[config.mk]
export PLATFORM = sky130hd
export DESIGN_NAME = fc_layer_ctrl
export DESIGN_NICKNAME = d
export VERILOG_FILES = /design/src/rtl/fc_layer_ctrl.sv
export SDC_FILE = /design/constraint.sdc
export NUM_CORES = 2
export LEC_CHECK = 0
export BUFFER_PORTS_ARGS = -buffer_cell sky130_fd_sc_hd__buf_2
export CAP_MARGIN = 20
export CORE_AREA = 2 2 494 496
export DETAILED_ROUTE_END_ITERATION = 8
export DIE_AREA = 0 0 496 498
export PLACE_DENSITY_LB_ADDON = 0.08
export SLEW_MARGIN = 20
export SYNTH_ARGS = -nofsm -noshare
export SYNTH_HDL_FRONTEND = slang
export SYNTH_SLANG_ARGS = --single-unit
[constraint.sdc]
create_clock -name clk -period 49.7 [get_ports clk]
set_clock_uncertainty 0.2 [all_clocks]
set_input_delay 2.485 -clock clk [delete_from_list [all_inputs] [get_ports clk]]
set_output_delay 2.485 -clock clk [all_outputs]
set_load 0.005 [all_outputs]
[src/rtl/fc_layer_ctrl.sv]
// Sequencer for a fully-connected layer: buffers one activation frame, waits for the
// combinational neuron array to settle, captures all neuron results, then streams them out.
module fc_layer_ctrl #(
    parameter int WIDTH  = 8,
    parameter int IN     = 128,
    parameter int OUT    = 10,
    parameter int RES_W  = 22,
    parameter int SETTLE = 2
) (
    input  logic                   clk,
    input  logic                   rst,
    input  logic                   flush,
    input  logic                   in_valid,
    output logic                   in_ready,
    input  logic [WIDTH-1:0]       in_data,
    output logic [WIDTH*IN-1:0]    x_out,
    input  logic [RES_W*OUT-1:0]   z_in,
    output logic                   out_valid,
    input  logic                   out_ready,
    output logic [RES_W-1:0]       out_data,
    output logic [$clog2(OUT)-1:0] out_idx,
    output logic                   out_last,
    output logic                   busy
);

    localparam int PTR_W = (IN > 1) ? $clog2(IN) : 1;
    localparam int IDX_W = $clog2(OUT);
    localparam int CNT_W = 4;

    localparam logic [PTR_W-1:0] LAST_PTR    = PTR_W'(IN - 1);
    localparam logic [IDX_W-1:0] LAST_IDX    = IDX_W'(OUT - 1);
    localparam logic [CNT_W-1:0] SETTLE_LAST = CNT_W'(SETTLE - 1);

    typedef enum logic [1:0] {
        S_LOAD,
        S_SETTLE,
        S_CAPTURE,
        S_DRAIN
    } state_t;

    state_t             state_q, state_d;
    logic [PTR_W-1:0]   wr_ptr_q, wr_ptr_d;
    logic [IDX_W-1:0]   rd_ptr_q, rd_ptr_d;
    logic [CNT_W-1:0]   settle_q, settle_d;
    logic               wr_en;
    logic               cap_en;

    logic [WIDTH-1:0]   act_q [IN];
    logic [RES_W-1:0]   res_q [OUT];

    always_ff @(posedge clk or posedge rst) begin
        if (rst) begin
            state_q  <= S_LOAD;
            wr_ptr_q <= '0;
            rd_ptr_q <= '0;
            settle_q <= '0;
        end else begin
            state_q  <= state_d;
            wr_ptr_q <= wr_ptr_d;
            rd_ptr_q <= rd_ptr_d;
            settle_q <= settle_d;
        end
    end

    always_comb begin
        state_d   = state_q;
        wr_ptr_d  = wr_ptr_q;
        rd_ptr_d  = rd_ptr_q;
        settle_d  = settle_q;
        in_ready  = 1'b0;
        out_valid = 1'b0;
        wr_en     = 1'b0;
        cap_en    = 1'b0;
        case (state_q)
            S_LOAD: begin
                in_ready = 1'b1;
                if (in_valid) begin
                    wr_en = 1'b1;
                    if (wr_ptr_q == LAST_PTR) begin
                        wr_ptr_d = '0;
                        settle_d = '0;
                        state_d  = S_SETTLE;
                    end else begin
                        wr_ptr_d = wr_ptr_q + 1'b1;
                    end
                end
            end
            S_SETTLE: begin
                settle_d = settle_q + 1'b1;
                if (settle_q == SETTLE_LAST) begin
                    state_d = S_CAPTURE;
                end
            end
            S_CAPTURE: begin
                cap_en   = 1'b1;
                rd_ptr_d = '0;
                state_d  = S_DRAIN;
            end
            S_DRAIN: begin
                out_valid = 1'b1;
                if (out_ready) begin
                    if (rd_ptr_q == LAST_IDX) begin
                        rd_ptr_d = '0;
                        state_d  = S_LOAD;
                    end else begin
                        rd_ptr_d = rd_ptr_q + 1'b1;
                    end
                end
            end
            default: state_d = S_LOAD;
        endcase
        // Abort wins over any handshake in the same cycle; data storage is left intact.
        if (flush) begin
            state_d  = S_LOAD;
            wr_ptr_d = '0;
            rd_ptr_d = '0;
            wr_en    = 1'b0;
            cap_en   = 1'b0;
        end
    end

    always_ff @(posedge clk or posedge rst) begin
        if (rst) begin
            for (int i = 0; i < IN; i++) begin
                act_q[i] <= '0;
            end
        end else if (wr_en) begin
            act_q[wr_ptr_q] <= in_data;
        end
    end

    always_ff @(posedge clk or posedge rst) begin
        if (rst) begin
            for (int j = 0; j < OUT; j++) begin
                res_q[j] <= '0;
            end
        end else if (cap_en) begin
            for (int j = 0; j < OUT; j++) begin
                res_q[j] <= z_in[j*RES_W +: RES_W];
            end
        end
    end

    for (genvar i = 0; i < IN; i++) begin : g_xout
        assign x_out[i*WIDTH +: WIDTH] = act_q[i];
    end

    always_comb begin
        out_data = '0;
        for (int j = 0; j < OUT; j++) begin
            if (rd_ptr_q == IDX_W'(j)) begin
                out_data = res_q[j];
            end
        end
    end

    assign out_idx  = rd_ptr_q;
    assign out_last = out_valid && (rd_ptr_q == LAST_IDX);
    assign busy     = !((state_q == S_LOAD) && (wr_ptr_q == '0));

endmodule

* Word level (Yosys, flattened, before mapping) *
Index checks and enable logic that the tools add are counted.

word-level totals
  latch bits = 0
  memory bits (read-only) = 0
  input bits = 233
  flip-flop bits (word level) = 1261
  logic and storage cells = 222
  output and inout bits = 1054
  bits in writable memories = 0
  memories kept = 0

operators by class
  magnitude comparators = 2
  multiply operators = 0
  reductions and logical operators = 15
  equality and inequality tests = 21
  add/sub/neg operators = 3
  div/mod/pow operators = 0
  shift operators = 0
  bitwise gates (word level) = 1
  mux-type cells = 38

operators by type and width
  operator               count
  $bwmux W1024           1
  $mux W22               10
  $demux W8 S7           1
  $mux W7                4
  $mux W4                5
  $eq A4 B3 Y1 const B   4
  $pmux W4 S2            2
  $ne A3 B3 Y1 const B   5
  $mux W2                6
  $add A4 B1 Y4 const B  2
  $eq A4 B1 Y1 const B   2
  $eq A4 B2 Y1 const B   2
  $eq A4 B4 Y1 const B   2
  $ge A8 B8 Y1 const B   1
  $lt A8 B1 Y1 const B   1
  $mux W8                1
  $not A7 Y8             1
  $pmux W2 S4            1
  $add A7 B1 Y7 const B  1
  $eq A7 B7 Y1 const B   1
  $logic_not A7 Y1       1
  $mux W1                7
  $reduce_bool A2 Y1     3
  $reduce_and A5 Y1      1
  other kinds (10)       15

* Depth between registers and ports, before layout *
  word-level depth = 11
  gate-level depth with buffers = 10
  mapped depth without buffers = 6

* Worst setup path before layout *
Ideal clock, no wire load.

  kind = flip-flop to output port
  from = reg rd_ptr_q[2], in the netlist out_idx[2]
  to = out out_data[11]
  data required time = 47.015 ns
  arrival time = 1.821 ns
  path buffers = 2
  slack = 45.194 ns
  cell stages (with the launch flop) = 7
  cell sequence = dfrtp_1 > clkbuf_1 > nor3b_1 > nand2_1 > clkbuf_1 > o221ai_1 > nand2_1

between the ends
  longest elaborated chain between the ends = 11
  elaborated cells on any way between the ends = 20
  those cells by class = eq/ne (9); mux (10); reduce/logical (1)

ends and longest elaborated chain
  item                    RTL line  text
  start, declared         43        logic [IDX_W-1:0] rd_ptr_q, rd_ptr_d;
  start signal, assigned  60        rd_ptr_q <= rd_ptr_d;
  $logic_not A4 Y1        151       if (rd_ptr_q == IDX_W'(j)) begin
  $mux W22 (9 in series)  151
  $mux W22 *              151
  end, declared           20        output logic [RES_W-1:0] out_data,

Mark *: on every way between the ends. The rest lies on a longest branch, timed or not.

* Worst setup path in the final report *
  from = reg rd_ptr_q[0], in the netlist out_idx[0]
  to = out out_data[1]

The elaborated chain is that of the path after synthesis.

==> flow_summary_export.csv <==
group,metric,value,unit
place,dpl.hpwl,157.2,mm
yosys,synth_edf_count,0,
clock_tree,cts_setup_buffers,0,
sta,setup_viol,0,
worst_setup_path,crit_family,"buffers and inverters",
worst_setup_path,critPathMaxStageDelay,0.74,ns
die,core-area,241900,um^2
cells_and_area,register_area,31560,um^2
clock_tree,root_buffer,"clkbuf_16",
sta,fmax,0.1356,GHz
yosys,yosysSeqAreaShare,0.6284,
detailed_routing,drtPass1Iterations,4,
worst_setup_path,critPathRequiredTime,47.01,ns
place,numPlacedInstances,7595,
clock_tree,cts_hold_buf,0,
yosys,synth_compound_area_frac,0.01794,
clock_tree,cts_resized,0,
cells_and_area,multiInputGateArea,17850,um^2
yosys,synthAdderAreaFrac,0.001993,
detailed_routing,vias,33111,
detailed_routing,finalWirelength,219.9,mm
clock_tree,cts-htree-levels,4,
global_routing,grt_max_degree,161,
clock_tree,clk_pin_slew,0.06,ns
yosys,async_reset_ff_frac,1.000,
cells_and_area,layout.cells.non_filler,7909,
worst_setup_path,cp_max_fo,42,
detailed_routing,drc,0,
yosys,syn_inst,3246,
worst_setup_path,critPathBufInv,4,
cells_and_area,area_delta_synth_final,31.09,%
pwr,p_per_area,40.73,nW/um^2
cells_and_area,drive_gt1_frac,0.6130,
yosys,synth_flop_cell,"dfrtp_1",
worst_setup_path,r2r_slack,46.21,ns
die,rows,181,
worst_setup_path,cp_slowest_cell,"o21ai_0",
yosys,avgSynthCellArea,15.47,um^2
die,die_h,498,um
clock_tree,clk_path_buf_depth,3,
yosys,synth_xor_area_frac,0.0006977,
yosys,synth_top_family_by_area,"multiplexers",
yosys,synth_area,50220,um^2
clock_tree,cts_tree,"yes",
die,fp.dieArea,247000,um^2
sta,tightest_slew,1.023,ns
yosys,synth-seq-cells,1261,
hold_path,hp-class,"flip-flop to flip-flop",
sta,hold_slack,0.2822,ns
global_routing,grt_pass1_vias,34390,
place,numPortBuffers,1286,
sta,post-route-period-util,0.1484,
yosys,synthMuxAreaShare,0.2928,
yosys,ys.warnings.count,0,
pwr,p_leak,34.84,nW
worst_setup_path,cp.arrival,4.69,ns
sta,slew_viol_final,0,
flow_run,maxCapViolCount,0,
worst_setup_path,crit_type,"flip-flop to output pin",
worst_setup_path,cp_common_cell,"buf_4",
cells_and_area,nFillCells,25175,
global_routing,grt_pass1_wl,300.6,mm
status,outcome,"finished, final reports clean",
yosys,synth_top_area_cell,"dfrtp_1",
clock_tree,cts_made_buffers,159,
global_routing,grt.overflow.total,0,
yosys,syn-num-nets,3487,
cells_and_area,nNetsFinal,4795,
pwr,vdd_drop_max,0.00002413,V
die,start_util,0.2076,
detailed_routing,vias_per_cell,4.186,
place,dp_slack,42.30,ns
place,place.gp.congestion,0.7706,
worst_setup_path,startpoint_type,"flip-flop",
worst_setup_path,crit_chain,"buf_4, buf_4, inv_1, nor3_1, a2111oi_0, o21ai_0, buf_2",
detailed_routing,drtIter0Drc,1496,
sta,layout_min_cycle_time,7.377,ns
clock_tree,cts.sinks,1261,
detailed_routing,wire_per_inst,27.81,um
die,num_io_pins,1287,
worst_setup_path,crit_path_end_kind,"output pin",
sta,slew_headroom,0.3178,
die,dieWidth,496,um
yosys,yosys-top-cells-area,"dfrtp_1, mux2_2, mux2_1, clkbuf_1, mux2i_1",
sta,fin_setup_tns,0,ns
sta,rsz0062_at_grt,"false",
global_routing,grt_antenna_before_repair,95,
clock_tree,insertion_delay,0.80,ns
yosys,synth_simple_gate_area_frac,0.04091,
yosys,yosysTopAreaCellShare,0.6284,
sta,hold_viol,0,
yosys,synth_cell_types,64,
global_routing,track_usage,0.1736,
detailed_routing,ant_nets,0,
sta,fin_ws,42.32,ns
cells in the final DEF, fill, tap and decap left out, types with 8 or more instances in the layout:
master	synthesis	layout
o21a_1	14	14
mux2_1	73	73
nand2b_1	16	16
nor2_1	50	50
mux2i_1	40	40
nand2_1	106	106
nand3_1	11	11
clkinv_2	0	17
o22ai_1	18	18
clkbuf_1	155	42
mux2_2	1169	1169
o221ai_1	14	14
nor2_8	10	10
nand2_2	11	11
clkbuf_8	0	51
diode_2	0	25
mux4_2	14	14
o21ai_0	40	40
nor2_2	24	24
dfrtp_1	1261	1259
inv_1	19	18
nor2_4	30	30
a21oi_1	11	11
nor3_1	12	12
buf_2	24	1278
ha_1	8	8
clkbuf_16	0	162
buf_4	4	51
per-stage QoR:
step,utilization,cell area (um^2),power (mW)
after CTS,0.2719,65770,2.744
after global placement,0.2499,60450,1.534
final,0.2722,65830,2.681
after detailed placement,0.2499,60450,1.537
after global routing,0.2720,65790,2.810
after floorplan,-,50220,1.389
area by class of cell:
cell class,count,area share
flip-flops and latches,1261,0.4794
multi-input cells,1772,0.2711
repair buffers,1341,0.1057
clock buffers,255,0.07464
well taps,3202,0.06086
clock inverters,34,0.006082
inverters,19,0.001197
diodes,25,0.0009504
sequential cells by signal, summed over array words and instances, names as in the netlist:
name / cells
out_idx: 4
res_q: 220
x_out: 1024
state_q: 2
settle_q: 4
wr_ptr_q: 7
cell usage after synthesis, types with 8 or more instances:
master    count
nor2_8       10
clkbuf_1    155
mux4_2       14
nor3_1       12
nor2_4       30
nor2_2       24
nor2_1       50
nor2b_1       8
o21a_1       14
o21ai_0      40
buf_1         9
o22ai_1      18
nand2b_1     16
o221ai_1     14
mux2_1       73
nand2_2      11
ha_1          8
dfrtp_1    1261
nand2_1     106
buf_2        24
inv_1        19
mux2i_1      40
mux2_2     1169
nand3_1      11
a21oi_1      11
worst register-to-register path: stages (launching register included):
cell	delay (ns)
dfrtp_1	0.42
inv_1	0.11
ha_1	0.20
buf_4	0.25
and4b_1	0.35
and3_2	0.75
nand2_1	0.65
mux2_2	0.45
logic make-up (layout without fill, tap and decap cells):
family | Yosys count | in the layout
xor gates and xnor gates | 4 | 4
adders and majority gates | 8 | 8
other | 0 | 25
buffers and inverters | 213 | 1649
muxes | 1296 | 1296
AOI/OAI and AO/OA | 135 | 135
DFF | 1261 | 1261
and+or+nand+nor | 329 | 329
where the power goes:
part | total [mW] | internal (mW) | leakage (nW) | switching, mW
Combinational | 0.296 | 0.145 | 15.1 | 0.151
Sequential | 1.21 | 1.13 | 17.1 | 0.0774
Clock | 1.18 | 0.689 | 2.61 | 0.488
path summary, 6_finish.rpt:
check,startpoint,to,depth (start not counted)
max,out_idx[0],out_data[1],7
min,x_out[728],x_out[728],1
max reg2reg,state_q[0],x_out[865],7
min reg2reg,x_out[728],x_out[728],1
max in group asynchronous,rst,x_out[68],7
min in group asynchronous,rst,x_out[627],2
layer usage:
layer,vias to the layer above,GRT usage,share of wire
met5,-,0,0.0033
met4,118,0.04367,0.024
met3,332,0.07258,0.091
met2,1010,0.2967,0.49
met1,17382,0.1986,0.39
li1,14269,-,-
Power figures use the tool's default switching activity.
